[config.mk]
export PLATFORM = sky130hd
export DESIGN_NAME = trig_counter_snap_flat
export DESIGN_NICKNAME = d
export VERILOG_FILES = /design/src/rtl/trig_counter_snap_if.sv /design/src/rtl/trig_counter_snap.sv /design/src/flat_wrapper.sv
export SDC_FILE = /design/constraint.sdc
export NUM_CORES = 1
export LEC_CHECK = 0
export BUFFER_PORTS_ARGS = -buffer_cell sky130_fd_sc_hd__buf_2
export CAP_MARGIN = 0
export CORE_ASPECT_RATIO = 1.1
export CORE_UTILIZATION = 48
export CTS_BUF_LIST = sky130_fd_sc_hd__clkbuf_16
export DETAILED_ROUTE_END_ITERATION = 10
export PLACE_DENSITY = 0.68
export SYNTH_ARGS = -nofsm -noshare
export SYNTH_HDL_FRONTEND = slang
export SYNTH_SLANG_ARGS = --single-unit
[constraint.sdc]
create_clock -name sys_clk -period 3 [get_ports sys_clk]
set_input_delay 0.3 -clock sys_clk [delete_from_list [all_inputs] [get_ports sys_clk]]
set_output_delay 0.3 -clock sys_clk [all_outputs]
set_load 0.02 [all_outputs]
[src/rtl/trig_counter_snap_if.sv]
// Trigger, acknowledge and status bundle of trig_counter_snap.
// The master drives the trigger pulses and the acknowledge; the slave returns the registered status.
interface trig_counter_snap_if #(
  parameter int WIDTH = 32
);
  logic [3:0]       ep_trigger;
  logic             snap_ack;
  logic [WIDTH-1:0] count;
  logic [15:0]      snap_lo;
  logic [15:0]      snap_hi;
  logic             snap_valid;
  logic [2:0]       flags;
  logic             led_act;

  modport master (
    output ep_trigger, snap_ack,
    input  count, snap_lo, snap_hi, snap_valid, flags, led_act
  );

  modport slave (
    input  ep_trigger, snap_ack,
    output count, snap_lo, snap_hi, snap_valid, flags, led_act
  );
endinterface

[src/rtl/trig_counter_snap.sv]
// Trigger-driven up/down counter with an acknowledged snapshot and a stretched activity LED.
// Count and snapshot update one cycle after a trigger; there is no backpressure, and a snapshot that is not yet acknowledged is overwritten and flagged.
module trig_counter_snap #(
  parameter int          WIDTH    = 32,
  parameter int          SATURATE = 0,
  parameter logic [23:0] STRETCH  = 24'd5_000_000
) (
  input  logic                sys_clk,
  input  logic                reset,
  trig_counter_snap_if.slave  bus
);
  typedef enum logic {IDLE = 1'b0, HELD = 1'b1} state_t;

  localparam logic [WIDTH-1:0] ALL_ONES = '1;

  state_t           state_q, state_d;
  logic [WIDTH-1:0] count_q, count_d;
  logic [WIDTH-1:0] snap_q, snap_d;
  logic [23:0]      stretch_q, stretch_d;
  logic             ovf_q, ovf_d;
  logic             unf_q, unf_d;
  logic             ovr_q, ovr_d;
  logic             valid_q, valid_d;
  logic             arm_q;
  logic [3:0]       trig;
  logic             clr, up, dn, snap;

  always_comb begin
    // Triggers are dropped until one full clock after reset release, so a pulse
    // that lands on the deasserting edge cannot race the reset.
    trig      = arm_q ? bus.ep_trigger : 4'b0000;
    clr       = trig[0];
    up        = trig[1];
    dn        = trig[2];
    snap      = trig[3];
    count_d   = count_q;
    snap_d    = snap_q;
    state_d   = state_q;
    ovf_d     = ovf_q;
    unf_d     = unf_q;
    ovr_d     = ovr_q;
    stretch_d = (stretch_q != 24'd0) ? stretch_q - 24'd1 : 24'd0;

    if (clr || up || dn)
      stretch_d = STRETCH;

    if (clr) begin
      count_d = '0;
      ovf_d   = 1'b0;
      unf_d   = 1'b0;
      ovr_d   = 1'b0;
    end else if (up) begin
      if (count_q == ALL_ONES) begin
        ovf_d   = 1'b1;
        count_d = (SATURATE != 0) ? ALL_ONES : '0;
      end else begin
        count_d = count_q + 1'b1;
      end
    end else if (dn) begin
      if (count_q == '0) begin
        unf_d   = 1'b1;
        count_d = (SATURATE != 0) ? '0 : ALL_ONES;
      end else begin
        count_d = count_q - 1'b1;
      end
    end

    // Snapshot always takes the pre-edge count, and both halves come from one register.
    case (state_q)
      IDLE: begin
        if (snap) begin
          snap_d  = count_q;
          state_d = HELD;
        end
      end
      HELD: begin
        if (snap) begin
          snap_d = count_q;
          if (!bus.snap_ack && !clr)
            ovr_d = 1'b1;
        end else if (bus.snap_ack) begin
          state_d = IDLE;
        end
      end
      default: state_d = IDLE;
    endcase

    valid_d = (state_d == HELD);
  end

  always_ff @(posedge sys_clk or posedge reset) begin
    if (reset) begin
      state_q   <= IDLE;
      count_q   <= '0;
      snap_q    <= '0;
      stretch_q <= 24'd0;
      ovf_q     <= 1'b0;
      unf_q     <= 1'b0;
      ovr_q     <= 1'b0;
      valid_q   <= 1'b0;
      arm_q     <= 1'b0;
    end else begin
      state_q   <= state_d;
      count_q   <= count_d;
      snap_q    <= snap_d;
      stretch_q <= stretch_d;
      ovf_q     <= ovf_d;
      unf_q     <= unf_d;
      ovr_q     <= ovr_d;
      valid_q   <= valid_d;
      arm_q     <= 1'b1;
    end
  end

  assign bus.count      = count_q;
  assign bus.snap_lo    = snap_q[15:0];
  assign bus.snap_hi    = 16'(snap_q[WIDTH-1:16]);
  assign bus.snap_valid = valid_q;
  assign bus.flags      = {ovr_q, unf_q, ovf_q};
  assign bus.led_act    = (stretch_q != 24'd0);
endmodule

[src/flat_wrapper.sv]
// flat-port wrapper written by rule: the top's interface ports become plain ports
module trig_counter_snap_flat 
#(
  parameter int          WIDTH    = 32,
  parameter int          SATURATE = 0,
  parameter logic [23:0] STRETCH  = 24'd5_000_000
)
  (sys_clk, reset, bus_ep_trigger, bus_snap_ack, bus_count, bus_snap_lo, bus_snap_hi, bus_snap_valid, bus_flags, bus_led_act);
  trig_counter_snap_if #(.WIDTH(WIDTH)) bus_i ();
  input  logic sys_clk;
  input  logic reset;
  input wire logic [$bits(bus_i.ep_trigger)-1:0] bus_ep_trigger;
  input wire logic [$bits(bus_i.snap_ack)-1:0] bus_snap_ack;
  output wire logic [$bits(bus_i.count)-1:0] bus_count;
  output wire logic [$bits(bus_i.snap_lo)-1:0] bus_snap_lo;
  output wire logic [$bits(bus_i.snap_hi)-1:0] bus_snap_hi;
  output wire logic [$bits(bus_i.snap_valid)-1:0] bus_snap_valid;
  output wire logic [$bits(bus_i.flags)-1:0] bus_flags;
  output wire logic [$bits(bus_i.led_act)-1:0] bus_led_act;
  assign bus_i.ep_trigger = bus_ep_trigger;
  assign bus_i.snap_ack = bus_snap_ack;
  assign bus_count = bus_i.count;
  assign bus_snap_lo = bus_i.snap_lo;
  assign bus_snap_hi = bus_i.snap_hi;
  assign bus_snap_valid = bus_i.snap_valid;
  assign bus_flags = bus_i.flags;
  assign bus_led_act = bus_i.led_act;
  trig_counter_snap #(.WIDTH(WIDTH), .SATURATE(SATURATE), .STRETCH(STRETCH)) u_core (.sys_clk(sys_clk), .reset(reset), .bus(bus_i));
endmodule
==> impl_metrics.ini, run 1 <==
[outcome]
status = finished, final reports clean

[timing]
hold_ws_ps = 100
hold_viol = 0
setup_tns_ps = 0
clock_skew_ps = 5.18
setup_violations = 0
rsz0062_at_grt = no
slew-limit-headroom = 0.445
layout_min_cycle_time_ps = 2860
min_period_over_period = 0.952
drv_slew = 0
tightestPinTransition_ps = 830
fmax_ghz = 0.350

[critical_path]
path_max_fanout = 9
cp-end-kind = primary output
crit_chain = or4_1 > or4_4 > nor2_4 > and3b_2 > inv_1 > buf_2
crit_required_ps = 2700
slowest_stage = or4_1
crit_path_max_incr_delay_ps = 600
path_delay_family = simple AND/OR/NAND/NOR gates
worst-path-buf-inv = 2
crit_type = flop to primary output
arrival_ps = 2560
cp-start-kind = flop

[synth]
ys_top_cells_by_area = dfrtp_1, mux2_2, nor2_1, o21ai_0, a21oi_1
synth-edff-count = 0
ys_ff_latch = 93
netlist_area_um2 = 5720
syn-num-nets = 651
yosysTopAreaCell = dfrtp_1
yosysMostFrequentCell = dfrtp_1
synth_cell_types = 75
ys.flop_type = dfrtp_1
syn-instance-count = 640
synthArstFlopShare = 1.00
synth_common_cells = dfrtp_1, nor2_1, nand2_1, o21ai_0, a21oi_1
syn_area_per_cell_um2 = 8.94
ys_warn_count = 0
ys_seq_area_frac = 0.407
synth.top_cell.area_share = 0.407

[pwr]
finalPower_mw = 3.99
cellLeakagePower_nw = 2.96
power-per-cell-area_nw_per_um2 = 607
ir_drop_v = 0.000310

[floorplan]
die_area_um2 = 12400
core_um2 = 11500
die_w_um = 106
initial_core_util = 0.496
io_pins = 76
num_rows = 41
die_height_um = 117

[clocking]
h-tree-depth = 3
clockBufferDepth = 2
clockRootBuffer = clkbuf_16
clk_transition_reported_paths_ps = 70
cts_sinks = 93
cts_buffers = 9
clk_latency_ps = 350
cts_tree = done

[finish]
drive_gt1_frac = 0.244
syn_to_final_growth_pct = 14.9
antenna_cells = 0
final_util = 0.570
fin_nets = 716

[global_routing]
grt_antenna_before_repair = 0
grt_pass1_vias = 5062
grt_first_pass_wirelength_um = 26000
grt-busiest-layer = met2
grt_max_degree = 61
grt_usage = 0.269
grt_use_met2 = 0.445
grtUsageMet3 = 0.0407
grt-ovfl-total = 0
use_met1 = 0.354

[worst_hold_path]
hp-class = primary input to asynchronous set/reset pin

[routing]
wl_um = 16100
drtIter0Drc = 543
drc = 0
viasPerCell = 6.18
post_drt_wl_per_cell_um = 18.7
vias = 5312
ant_nets = 0
dr.pass1.iters = 5

[placed_design]
dp_hpwl_um = 11000
gp_routability_congestion = 0.938
port-buffer-count = 75

[job]
max_cap_violations = 0
[stage by stage]
stage | area [um2] | std cells | worst slack (ps)
4_1_cts | 6570 | 860 | 43.1
2_1_floorplan | 5720 | 640 | 280
3_3_place_gp | 6250 | 844 | 308
5_1_grt | 6580 | 860 | 38.9
3_5_place_dp | 6250 | 844 | 307
6_report | 6580 | 860 | 143
[repair_timing]
action	4_1_cts	5_1_grt
resized for setup	1	2
setup buffers	0	0
hold buffers	0	0
endpoints found under the setup margin	1	1
[state kept, by name (all words and copies together), names as in the netlist]
register,flops
u_core.bus.count,32
u_core.snap_q,32
u_core.stretch_q,24
u_core.arm_q,1
u_core.ovf_q,1
u_core.ovr_q,1
u_core.state_q,1
u_core.unf_q,1
[cells in the final DEF (no fill, tap or decap), types with 4 or more instances in the layout]
cell	instances
nand3_1	26
o22a_1	4
nand4_1	15
a31oi_1	8
and4_1	6
buf_4	36
mux2i_1	8
clkbuf_16	9
a21oi_1	34
a211oi_1	5
and3_1	6
or3_1	12
buf_2	75
nor3_1	31
inv_1	11
o221ai_1	5
xor2_1	17
ha_1	4
mux2_2	28
nand2_1	43
nor4_1	18
o21ai_0	36
nor3b_1	5
or4_1	5
xnor2_1	19
nand3b_1	5
nor2_1	72
dfrtp_1	93
[final timing paths]
check,endpoint,depth (start not counted),start,slack [ps]
min in group sys_clk,u_core.state_q,2,bus_snap_ack,140
max in group asynchronous,u_core.unf_q,3,reset,2240
hold reg to reg,u_core.snap_q[0],2,u_core.snap_q[0],480
hold / removal,u_core.snap_q[4],2,reset,100
setup / recovery,bus_led_act,6,u_core.stretch_q[9],140
setup reg to reg,u_core.bus.count[26],8,u_core.bus.count[0],220
[metal layers]
layer | wire [um] | vias to the layer above
li1 | - | 2462
met1 | 6830 | 2567
met2 | 7750 | 251
met3 | 1220 | 32
met4 | 314 | 0
met5 | 0 | -
[power breakdown]
group / internal [mW] / switching, mW / total, mW
sequential: 1.39 / 0.183 / 1.58
combinational: 0.456 / 0.738 / 1.19
clock: 0.669 / 0.551 / 1.22
total: 2.52 / 1.47 / 3.99
[cells by family (layout without fill, tap and decap cells)]
kind of cell / after synthesis / in the layout / synth area share
flip-flops: 93 / 93 / 0.407
multiplexers: 36 / 36 / 0.0691
adder cells (fa/ha/maj): 4 / 4 / 0.00874
buffers and inverters: 70 / 140 / 0.0656
other: 1 / 1 / 0.000655
AND/OR/NAND/NOR: 267 / 267 / 0.244
AO/OA/AOI/OAI: 133 / 133 / 0.151
XOR/XNOR: 36 / 36 / 0.0551
[area by class of cell]
class / instances / area [um2]
Clock buffer: 9 / 225
Clock inverter: 7 / 88.8
Fill cell: 1023 / 4960
Inverter: 12 / 47.5
Multi-Input combinational cell: 477 / 3040
Sequential cell: 93 / 2330
Tap cell: 150 / 188
Timing Repair Buffer: 112 / 666
(Power assumes the default switching activity.)
==> run 2, diff against run 1 <==
--- a/config.mk
+++ b/config.mk
@@ -8,10 +8,10 @@
 export BUFFER_PORTS_ARGS = -buffer_cell sky130_fd_sc_hd__buf_2
 export CAP_MARGIN = 0
 export CORE_ASPECT_RATIO = 1.1
-export CORE_UTILIZATION = 48
+export CORE_UTILIZATION = 58
 export CTS_BUF_LIST = sky130_fd_sc_hd__clkbuf_16
 export DETAILED_ROUTE_END_ITERATION = 10
-export PLACE_DENSITY = 0.68
+export PLACE_DENSITY = 0.8
 export SYNTH_ARGS = -nofsm -noshare
 export SYNTH_HDL_FRONTEND = slang
 export SYNTH_SLANG_ARGS = --single-unit
==> run 2 against run 1 <==
- non-clock buffer count rose by 16
- register-to-register slack better by 80 ps
- worst hold slack worse by 36 ps
- cell count fell by 2.0%
- combinational power rose by 7%
- clock skew is 1.3 ps higher
- worst setup slack gained 6.2 ps
==> impl_metrics.ini, run 2 (synthesis results as in run 1) <==
[floorplan]
die_height_um = 106
die_area_um2 = 10300
num_rows = 37
initial_core_util = 0.603
core_um2 = 9490
io_pins = 76
die_w_um = 96.7

[critical_path]
cp-end-kind = primary output
arrival_ps = 2550
crit_type = flop to primary output
slowest_stage = or4_1
crit_chain = or4_1 > or4_1 > nor2_2 > and3b_2 > inv_1 > buf_2
crit_required_ps = 2700
worst-path-buf-inv = 2
cp-start-kind = flop
crit_path_max_incr_delay_ps = 590
cpMostUsedCell = or4_1
path_max_fanout = 5
path_delay_family = simple AND/OR/NAND/NOR gates

[global_routing]
grt_antenna_before_repair = 0
grt-ovfl-total = 0
grt_usage = 0.322
grt_pass1_vias = 5209
grt_first_pass_wirelength_um = 26300
grt_max_degree = 94

[finish]
final_cell_mix = dfrtp_1, buf_2, nor2_1, buf_4, nand2_1
antenna_cells = 0
stdcell_count = 843
fin_nets = 732
layout_commonest_cell = dfrtp_1
drive_gt1_frac = 0.253
syn_to_final_growth_pct = 15.6

[routing]
wl_um = 16200
post_drt_wl_per_cell_um = 19.2
drtIter0Drc = 616
vias = 5497
ant_nets = 0
viasPerCell = 6.52
drc = 0
dr.pass1.iters = 5

[clocking]
h-tree-depth = 3
cts_buffers = 9
clk_transition_reported_paths_ps = 60
clk_latency_ps = 350
clockBufferDepth = 2
cts_tree = done
hold_buffers = 0
clockRootBuffer = clkbuf_16
cts_sinks = 93

[timing]
fmax_ghz = 0.351
drv_slew = 0
hold_viol = 0
setup_violations = 0
layout_min_cycle_time_ps = 2850
slew-limit-headroom = 0.445
setup_tns_ps = 0
min_period_over_period = 0.950
tightestPinTransition_ps = 831
clock_skew_ps = 6.52
rsz0062_at_grt = no

[placed_design]
gp_routability_congestion = 0.973
port-buffer-count = 75
dp_hpwl_um = 11100
place_inst = 826

[job]
max_cap_violations = 0

[worst_hold_path]
hp-class = primary input to asynchronous set/reset pin

[pwr]
power-per-cell-area_nw_per_um2 = 595
cellLeakagePower_nw = 3.03
ir_drop_v = 0.000298
finalPower_mw = 3.93

[outcome]
status = finished, final reports clean
[run 2: changes by cell type in the layout (fill, tap and decap cells not counted), sizes merged]
cell / previous run / this run
clkinv: 1 / 5
buf: 112 / 128
inv: 16 / 13
clkinvlp: 1 / 0
[run 2: through the flow]
| step | setup slack, ps | utilization | hold slack (ps) | area [um2] |
|---|---|---|---|---|
| after detailed placement | 333 | 0.666 | 447 | 6320 |
| after floorplan | 280 | - | 385 | 5720 |
| after CTS | 46.6 | 0.696 | 88.8 | 6610 |
| after global placement | 385 | 0.666 | 444 | 6320 |
| after global routing | 43.2 | 0.697 | 114 | 6620 |
| final | 150 | 0.697 | 63.7 | 6620 |
[run 2: worst paths after layout]
| kind | start | to | slack [ps] | depth (start not counted) |
|---|---|---|---|---|
| max reg2reg | u_core.bus.count[19] | u_core.bus.count[4] | 300 | 6 |
| max | u_core.stretch_q[9] | bus_led_act | 150 | 6 |
| min in group sys_clk | bus_snap_ack | u_core.state_q | 180 | 2 |
| min reg2reg | u_core.snap_q[12] | u_core.snap_q[12] | 480 | 2 |
| min | reset | u_core.snap_q[4] | 60 | 3 |
| max in group asynchronous | reset | u_core.snap_q[26] | 2560 | 3 |
[run 2: area by class of cell]
cell class | count | area, um2
multi-input combinational | 477 | 3030
fill | 760 | 2870
sequential | 93 | 2330
timing repair buffer | 128 | 786
clock buffer | 9 | 225
tap | 117 | 146
clock inverter | 7 | 58.8
inverter | 12 | 46.3
[run 2: worst reg2reg max path: stages, from the launching register on]
cell and delay, ps:
dfrtp_1 380, or4_4 540, or3_1 450, or4_4 590, buf_4 250, a221oi_2 280
o22a_1 170
[run 2: timing repair]
item	in CTS	in global routing
resized for setup	1	0
setup endpoints to repair	1	1
setup buffers	0	1
endpoints found under the hold margin	0	0
[run 2: layer usage]
layer / share of wire / routed length [um] / up-vias / GRT usage
met5: 0 / 0 / - / 0
met4: 0.031 / 496 / 0 / 0.166
met3: 0.086 / 1390 / 56 / 0.0533
met2: 0.47 / 7670 / 314 / 0.521
met1: 0.41 / 6630 / 2648 / 0.419
li1: - / - / 2479 / -
[run 2: report_power, final]
part | internal (mW) | switching [mW] | leakage [nW] | total [mW]
Clock | 0.634 | 0.478 | 0.147 | 1.11
Sequential | 1.40 | 0.153 | 1.22 | 1.55
Combinational | 0.481 | 0.792 | 1.67 | 1.27
Total | 2.51 | 1.42 | 3.03 | 3.93
